[src/rtl/uart_rx.sv]
// uart_rx: 8N1 UART receiver with a 2-FF synchronizer and mid-bit sampling.
// Optional 2-of-3 majority sampling when UART_RX_MAJORITY_EN is defined.
module uart_rx #(
    parameter int CLK_PARAM = 50000000,
    parameter int BAUD_RATE = 9600
) (
    input  logic       CLK,
    input  logic       RST,
    input  logic       RX,
    output logic [7:0] DATA_OUT,
    output logic       VALID,
    output logic       FRAME_ERR,
    output logic       BUSY
);

    localparam int BAUD_CLK = CLK_PARAM / BAUD_RATE;
    localparam int HALF     = BAUD_CLK / 2;
    localparam int CW       = $clog2(BAUD_CLK);

    typedef enum logic [2:0] {
        S_BREAK,
        S_IDLE,
        S_START,
        S_DATA,
        S_STOP
    } state_t;

    state_t          state;
    state_t          state_nx;
    logic [1:0]      sync;
    logic            rx_s;
    logic [CW-1:0]   cnt;
    logic [CW-1:0]   cnt_nx;
    logic [2:0]      bit_idx;
    logic [2:0]      bit_idx_nx;
    logic [7:0]      shift;
    logic [7:0]      shift_nx;
    logic            smp;
    logic            at_half;
    logic            at_full;
    logic            valid_nx;
    logic            ferr_nx;
    logic            busy_nx;

    assign at_half = (cnt == CW'(HALF - 1));
    assign at_full = (cnt == CW'(BAUD_CLK - 1));

    // Two metastability flops, then a retiming flop that produces rx_s.
    always_ff @(posedge CLK) begin
        if (RST) begin
            sync <= 2'b11;
            rx_s <= 1'b1;
        end else begin
            sync <= {sync[0], RX};
            rx_s <= sync[1];
        end
    end

`ifdef UART_RX_MAJORITY_EN
    logic [1:0] rx_hist;

    // Keep the two previous rx_s values for the 2-of-3 vote.
    always_ff @(posedge CLK) begin
        if (RST) begin
            rx_hist <= 2'b11;
        end else begin
            rx_hist <= {rx_hist[0], rx_s};
        end
    end

    assign smp = (rx_s & rx_hist[0]) | (rx_s & rx_hist[1]) |
                 (rx_hist[0] & rx_hist[1]);
`else
    assign smp = rx_s;
`endif

    // State, counter, bit index and shift register.
    always_ff @(posedge CLK) begin
        if (RST) begin
            state   <= S_BREAK;
            cnt     <= '0;
            bit_idx <= 3'd0;
            shift   <= 8'h00;
        end else begin
            state   <= state_nx;
            cnt     <= cnt_nx;
            bit_idx <= bit_idx_nx;
            shift   <= shift_nx;
        end
    end

    // Next-state logic: start validation, data capture, stop check.
    always_comb begin
        state_nx   = state;
        cnt_nx     = cnt;
        bit_idx_nx = bit_idx;
        shift_nx   = shift;
        unique case (state)
            S_BREAK: begin
                if (rx_s) begin
                    state_nx = S_IDLE;
                end
            end
            S_IDLE: begin
                if (!rx_s) begin
                    state_nx = S_START;
                    cnt_nx   = '0;
                end
            end
            S_START: begin
                cnt_nx = cnt + CW'(1);
                if (at_half) begin
                    cnt_nx     = '0;
                    bit_idx_nx = 3'd0;
                    state_nx   = smp ? S_IDLE : S_DATA;
                end
            end
            S_DATA: begin
                cnt_nx = cnt + CW'(1);
                if (at_full) begin
                    cnt_nx            = '0;
                    shift_nx[bit_idx] = smp;
                    if (bit_idx == 3'd7) begin
                        state_nx = S_STOP;
                    end else begin
                        bit_idx_nx = bit_idx + 3'd1;
                    end
                end
            end
            S_STOP: begin
                cnt_nx = cnt + CW'(1);
                if (at_full) begin
                    cnt_nx   = '0;
                    state_nx = smp ? S_IDLE : S_BREAK;
                end
            end
            default: begin
                state_nx = S_BREAK;
            end
        endcase
    end

    // Output decode; registered below so outputs are glitch-free.
    always_comb begin
        valid_nx = 1'b0;
        ferr_nx  = 1'b0;
        busy_nx  = (state_nx != S_IDLE);
        if (state == S_STOP && at_full) begin
            valid_nx = smp;
            ferr_nx  = !smp;
        end
    end

    // Output registers; DATA_OUT only moves on a good frame.
    always_ff @(posedge CLK) begin
        if (RST) begin
            DATA_OUT  <= 8'h00;
            VALID     <= 1'b0;
            FRAME_ERR <= 1'b0;
            BUSY      <= 1'b0;
        end else begin
            VALID     <= valid_nx;
            FRAME_ERR <= ferr_nx;
            BUSY      <= busy_nx;
            if (valid_nx) begin
                DATA_OUT <= shift;
            end
        end
    end

endmodule

[config.mk]
export PLATFORM = sky130hd
export DESIGN_NAME = uart_rx
export DESIGN_NICKNAME = d
export VERILOG_FILES = /design/src/rtl/uart_rx.sv
export SDC_FILE = /design/constraint.sdc
export NUM_CORES = 1
export LEC_CHECK = 0
export ABC_AREA = 1
export CAP_MARGIN = 20
export CORE_UTILIZATION = 45
export CTS_BUF_LIST = sky130_fd_sc_hd__clkbuf_4 sky130_fd_sc_hd__clkbuf_8 sky130_fd_sc_hd__clkbuf_16
export DETAILED_ROUTE_END_ITERATION = 8
export GPL_TIMING_DRIVEN = 0
export PLACE_DENSITY = 0.62
export SLEW_MARGIN = 25
export SYNTH_ARGS = -nofsm -noshare
export SYNTH_HDL_FRONTEND = slang
export SYNTH_SLANG_ARGS = --single-unit
[constraint.sdc]
create_clock -name CLK -period 2.07 [get_ports CLK]
set_clock_uncertainty 0.15 [all_clocks]
set_input_delay 0.3105 -clock CLK [delete_from_list [all_inputs] [get_ports CLK]]
set_output_delay 0.3105 -clock CLK [all_outputs]
set_load 0.05 [all_outputs]
== Yosys cells after proc, flatten, opt, wreduce, memory -nomap -nowiden ==
Cells that the tools add are included.

* Bits of input ports: 3
* Register bits after elaboration: 41
* Output and inout bits: 11
* Logic and storage cells: 59

* Bitwise operators: 1
* $lt $le $gt $ge: 2
* Add/subtract/negate cells: 2
* Reductions and logical operators: 11
* Mux-type cells: 21
* Eq/ne operators: 12

{| class="wikitable"
|+ Operators with widths
! kind !! count
|-
| $mux W13 || 3
|-
| $pmux W13 S3 || 1
|-
| $mux W3 || 9
|-
| $pmux W3 S5 || 1
|-
| $add A13 B1 Y13 const B || 1
|-
| $eq A13 B12 Y1 const B || 1
|-
| $eq A13 B13 Y1 const B || 1
|-
| $bwmux W8 || 1
|-
| $ne A2 B2 Y1 const B || 4
|-
| $eq A3 B2 Y1 const B || 2
|-
| $eq A3 B3 Y1 const B || 2
|-
| $pmux W3 S2 || 1
|-
| $lt A3 B4 Y1 const B || 1
|-
| $reduce_and A2 Y1 || 2
|-
| $reduce_and A4 Y1 || 1
|-
| $reduce_or A2 Y1 || 2
|-
| $add A3 B1 Y3 const B || 1
|-
| $demux W1 S3 || 1
|-
| $eq A3 B1 Y1 const B || 1
|-
| $ge A3 B1 Y1 const B || 1
|-
| $logic_not A3 Y1 || 1
|-
| $mux W1 || 3
|-
| $ne A3 B1 Y1 const B || 1
|-
| $reduce_bool A3 Y1 || 1
|-
| other kinds (5) || 6
|}

== Longest topological paths before layout ==
* Depth in word-level cells: 5
* Depth in mapped cells: 11

== Least setup slack after synthesis ==
Ideal clock, no wire load.

* Kind: reg-to-reg
* Start point: reg cnt[0]
* End point: reg cnt[12]
* Data arrival time: 1394 ps
* Library setup time: 117 ps
* Setup slack: 409 ps
* Stages on the path, launching flop included: 9
* Data required time: 1803 ps
* Cell sequence: dfxtp_1 ha_1 nand2_1 nor2_1 nand3_2 nand2_1 nand3_1 nand2_2 nor2_1

* Word-level cells in the longest chain between the ends: 3
* Elaborated cells between the ends (all ways): 6

{| class="wikitable"
|+ RTL lines
! item !! line !! text
|-
| start: declaration || 32 || <nowiki>logic [CW-1:0] cnt;</nowiki>
|-
| start signal: assignment || 86 || <nowiki>cnt <= cnt_nx;</nowiki>
|-
| $add A13 B1 Y13, or another cell as far along || 111, 119, 131 ||
|-
| $mux W13, on equally long branches || 120, 132, 112 ||
|-
| $pmux W13 S3 * || 98 || <nowiki>unique case (state)</nowiki>
|}

Every way passes the cells marked *; elsewhere a longest branch is shown, timed or not.
A chain may end at the register's enable or synchronous reset.

== Worst setup path in the final report ==
* Start point: reg DATA_OUT[1]
* End point: out DATA_OUT[1]

{| class="wikitable"
|+ RTL lines
! item !! line !! text
|-
| start: declaration || 10 || <nowiki>output logic [7:0] DATA_OUT,</nowiki>
|-
| start signal: assignment || 166 || <nowiki>DATA_OUT <= shift;</nowiki>
|}

No word-level cell between the ends.

==> results by group <==
Clocking
  • # resized after CTS: 0
  • Clock transition at path regs: 0.08 ns
  • Post-CTS Repair Setup Buffers: 0
  • Num CTS Buffers: 5
  • Num Clock Sinks: 41
  • Max clock buf depth: 2
  • Worst-Skew Late Latency: 0.29 ns
  • CTS H-tree depth: 2
  • CTS Hold Bufs: 0
  • Root buf cell: clkbuf_8
  • CTS tree: built

Timing
  • Final Cycle Share: 91.5%
  • Slew HR: 66.9%
  • Fin. max-slew vios: 0
  • Final setup violation count: 0
  • Worst Slack Setup Final: 0.176 ns
  • Setup TNS: 0 ns
  • Slew @ Worst Pin: 0.496 ns
  • Final Hold Fails: 0
  • Final min period: 1.89 ns
  • FMAX: 528 MHz

Floorplanning
  • Die Width: 71.3 um
  • Die area: 0.00508 mm^2
  • Cell Rows: 24
  • # IOs: 14
  • Starting Density: 48.2%
  • CORE AREA: 0.00447 mm^2
  • Die Ht: 71.3 um

Route
  • DRT iter0 DRCs: 180
  • Initial DRT Pass Iterations: 4
  • Routed vias/inst: 5.14
  • Wire length on met2: 2100 um
  • M1 WL: 2620 um
  • Metal3 WL: 195 um
  • Final Routed Wirelength: 5010 um
  • Routed Antenna Nets: 0
  • Drc violations: 0
  • Top routing layer in use: met4
  • Via count: 2,037
  • Wire length per cell: 12.6 um

Status
  • Status: finished, final reports clean

GRT
  • Largest net degree at the start of global routing: 13
  • GRT Total Usage: 21.5%
  • Global-route wire length before repair: 8620 um
  • Grt ovf: 0
  • Initial antenna violation count: 0
  • Vias in the first global route: 1,860

Yosys
  • #FFs+latches synth: 41
  • Netlist Area Pre-Place: 0.00216 mm^2
  • Ys Warns: 0
  • Mapped Cells: 325
  • Post-synthesis sequential area ratio: 38.0%
  • Yosys cell types: 26
  • Syn nets: 331
  • Avg Inst Size Synth: 6.64 um^2

Cells and area
  • Finished Core Util: 55.1%
  • Design area: 0.00246 mm^2
  • Layout cell share with drive strength beyond 1: 9.59%
  • Fill cell count: 463
  • Diode count: 0
  • Area grow syn2layout: 14.2%
  • Fin nets: 350

Critical path
  • Levels on crit path: 1
  • Max stage delay cell, worst path: clkdlybuf4s50_1
  • CP Capture Type: output pin
  • Crit path cell chain: clkdlybuf4s50_1
  • Cell family with most CP delay: buffers and inverters
  • Crit-path max FO: 2
  • CP peak stage delay: 0.80 ns
  • Crit path arrival time: 1.43 ns
  • Worst reg2reg path depth: 6
  • Category of the most critical setup path: register to output pin
  • Crit path buffers/inverters: 1
  • CP required: 1.61 ns
  • Startpoint types: register

Place
  • Post-detail-place hpwl: 3780 um
  • Area after DPL: 0.00234 mm^2
  • Global placer's final weighted congestion: 0.865
  • I/O Buffers: 12
  • Dpl ws: 0.0738 ns

Min path
  • Hold depth: 2
  • Min-delay worst type: input pin to register

Power
  • PwrDens: 612 mW/mm^2
  • Max VDD drop: 0.000398 V
  • Leak: 1.05 nW

Flow run
  • MaxCap Viol Count: 0
kinds of logic after synthesis:
| logic type | after synthesis | synth area share [%] |
|---|---|---|
| buffers and inverters | 40 | 7.71 |
| AO/OA/AOI/OAI | 31 | 7.30 |
| XOR/XNOR | 2 | 0.812 |
| adder cells (fa/ha/maj) | 3 | 1.74 |
| AND/OR/NAND/NOR | 208 | 44.4 |
| flip-flops | 41 | 38.0 |
metrics by stage:
stage	total power, mW	instances	hold WS [ns]
CTS	1.52	396	0.232
finish	1.51	396	0.224
global route	1.58	396	0.282
global placement	0.907	389	0.243
detailed placement	0.908	389	0.249
floorplan	0.882	325	0.239
synthesized netlist by cell type, drive strengths merged:
cell type  count  share of area [%]
inv           32                5.6
nand2         83                 15
ha             3                1.7
clkbuf         4               0.70
buf            4                1.4
nor2          61                 11
o211ai         1               0.35
dfxtp         41                 38
nand3         31                7.9
a21oi         14                3.2
nand4         20                6.4
xor2           2               0.81
nor3          10                3.5
o21ai         16                3.7
or2            3               0.87
layer usage:
| layer | vias to the layer above | track usage (%) |
|---|---|---|
| met5 | - | 0 |
| met4 | 0 | 6.00 |
| met3 | 9 | 3.80 |
| met2 | 40 | 33.7 |
| met1 | 897 | 30.7 |
| li1 | 1091 | - |
area by class of cell:
| cell class | count | area [um^2] | area share [%] |
|---|---|---|---|
| Buffer | 8 | 46.3 | 1.88 |
| Clock buffer | 5 | 68.8 | 2.79 |
| Clock inverter | 2 | 35.0 | 1.42 |
| Inverter | 32 | 120 | 4.87 |
| Multi-Input combinational cell | 244 | 1190 | 48.2 |
| Sequential cell | 41 | 821 | 33.3 |
| Tap cell | 52 | 65.1 | 2.64 |
| Timing Repair Buffer | 12 | 120 | 4.87 |
placed cells by master, fill, tap and decap left out, drive strengths merged:
cell type and count:
nor3 10, xor2 2, clkbuf 9, clkinv 1
nand3 31, bufinv 1, clkdlybuf4s50 12, o21ai 16
nand4 20, buf 4, ha 3, or2 3
o211ai 1, nand2 83, dfxtp 41, inv 32
nor2 61, a21oi 14
worst paths after layout:
check                                               from                     to  slack, ns
worst max-delay path            DATA_OUT[1]$_SDFFE_PP0P_            DATA_OUT[1]       0.18
worst min-delay path                                 RST  shift[1]$_SDFFE_PP0P_       0.22
worst max register to register       cnt[0]$_SDFFE_PP0P_        BUSY$_SDFF_PP0_       0.18
worst min register to register        sync[0]$_SDFF_PP1_     sync[1]$_SDFF_PP1_       0.26
report_power, final:
| group | switching [mW] | internal [mW] |
|---|---|---|
| registers | 0.00625 | 0.797 |
| clock network | 0.265 | 0.350 |
| logic | 0.0634 | 0.0255 |
| total | 0.335 | 1.17 |
sequential cells by signal (all words and copies together), names as in the netlist:
| name | cells |
|---|---|
| bit_idx | 3 |
| shift | 8 |
| VALID | 1 |
| DATA_OUT | 8 |
| FRAME_ERR | 1 |
| sync | 2 |
| BUSY | 1 |
| state | 3 |
| cnt | 13 |
| rx_s | 1 |
(Power assumes the default switching activity.)
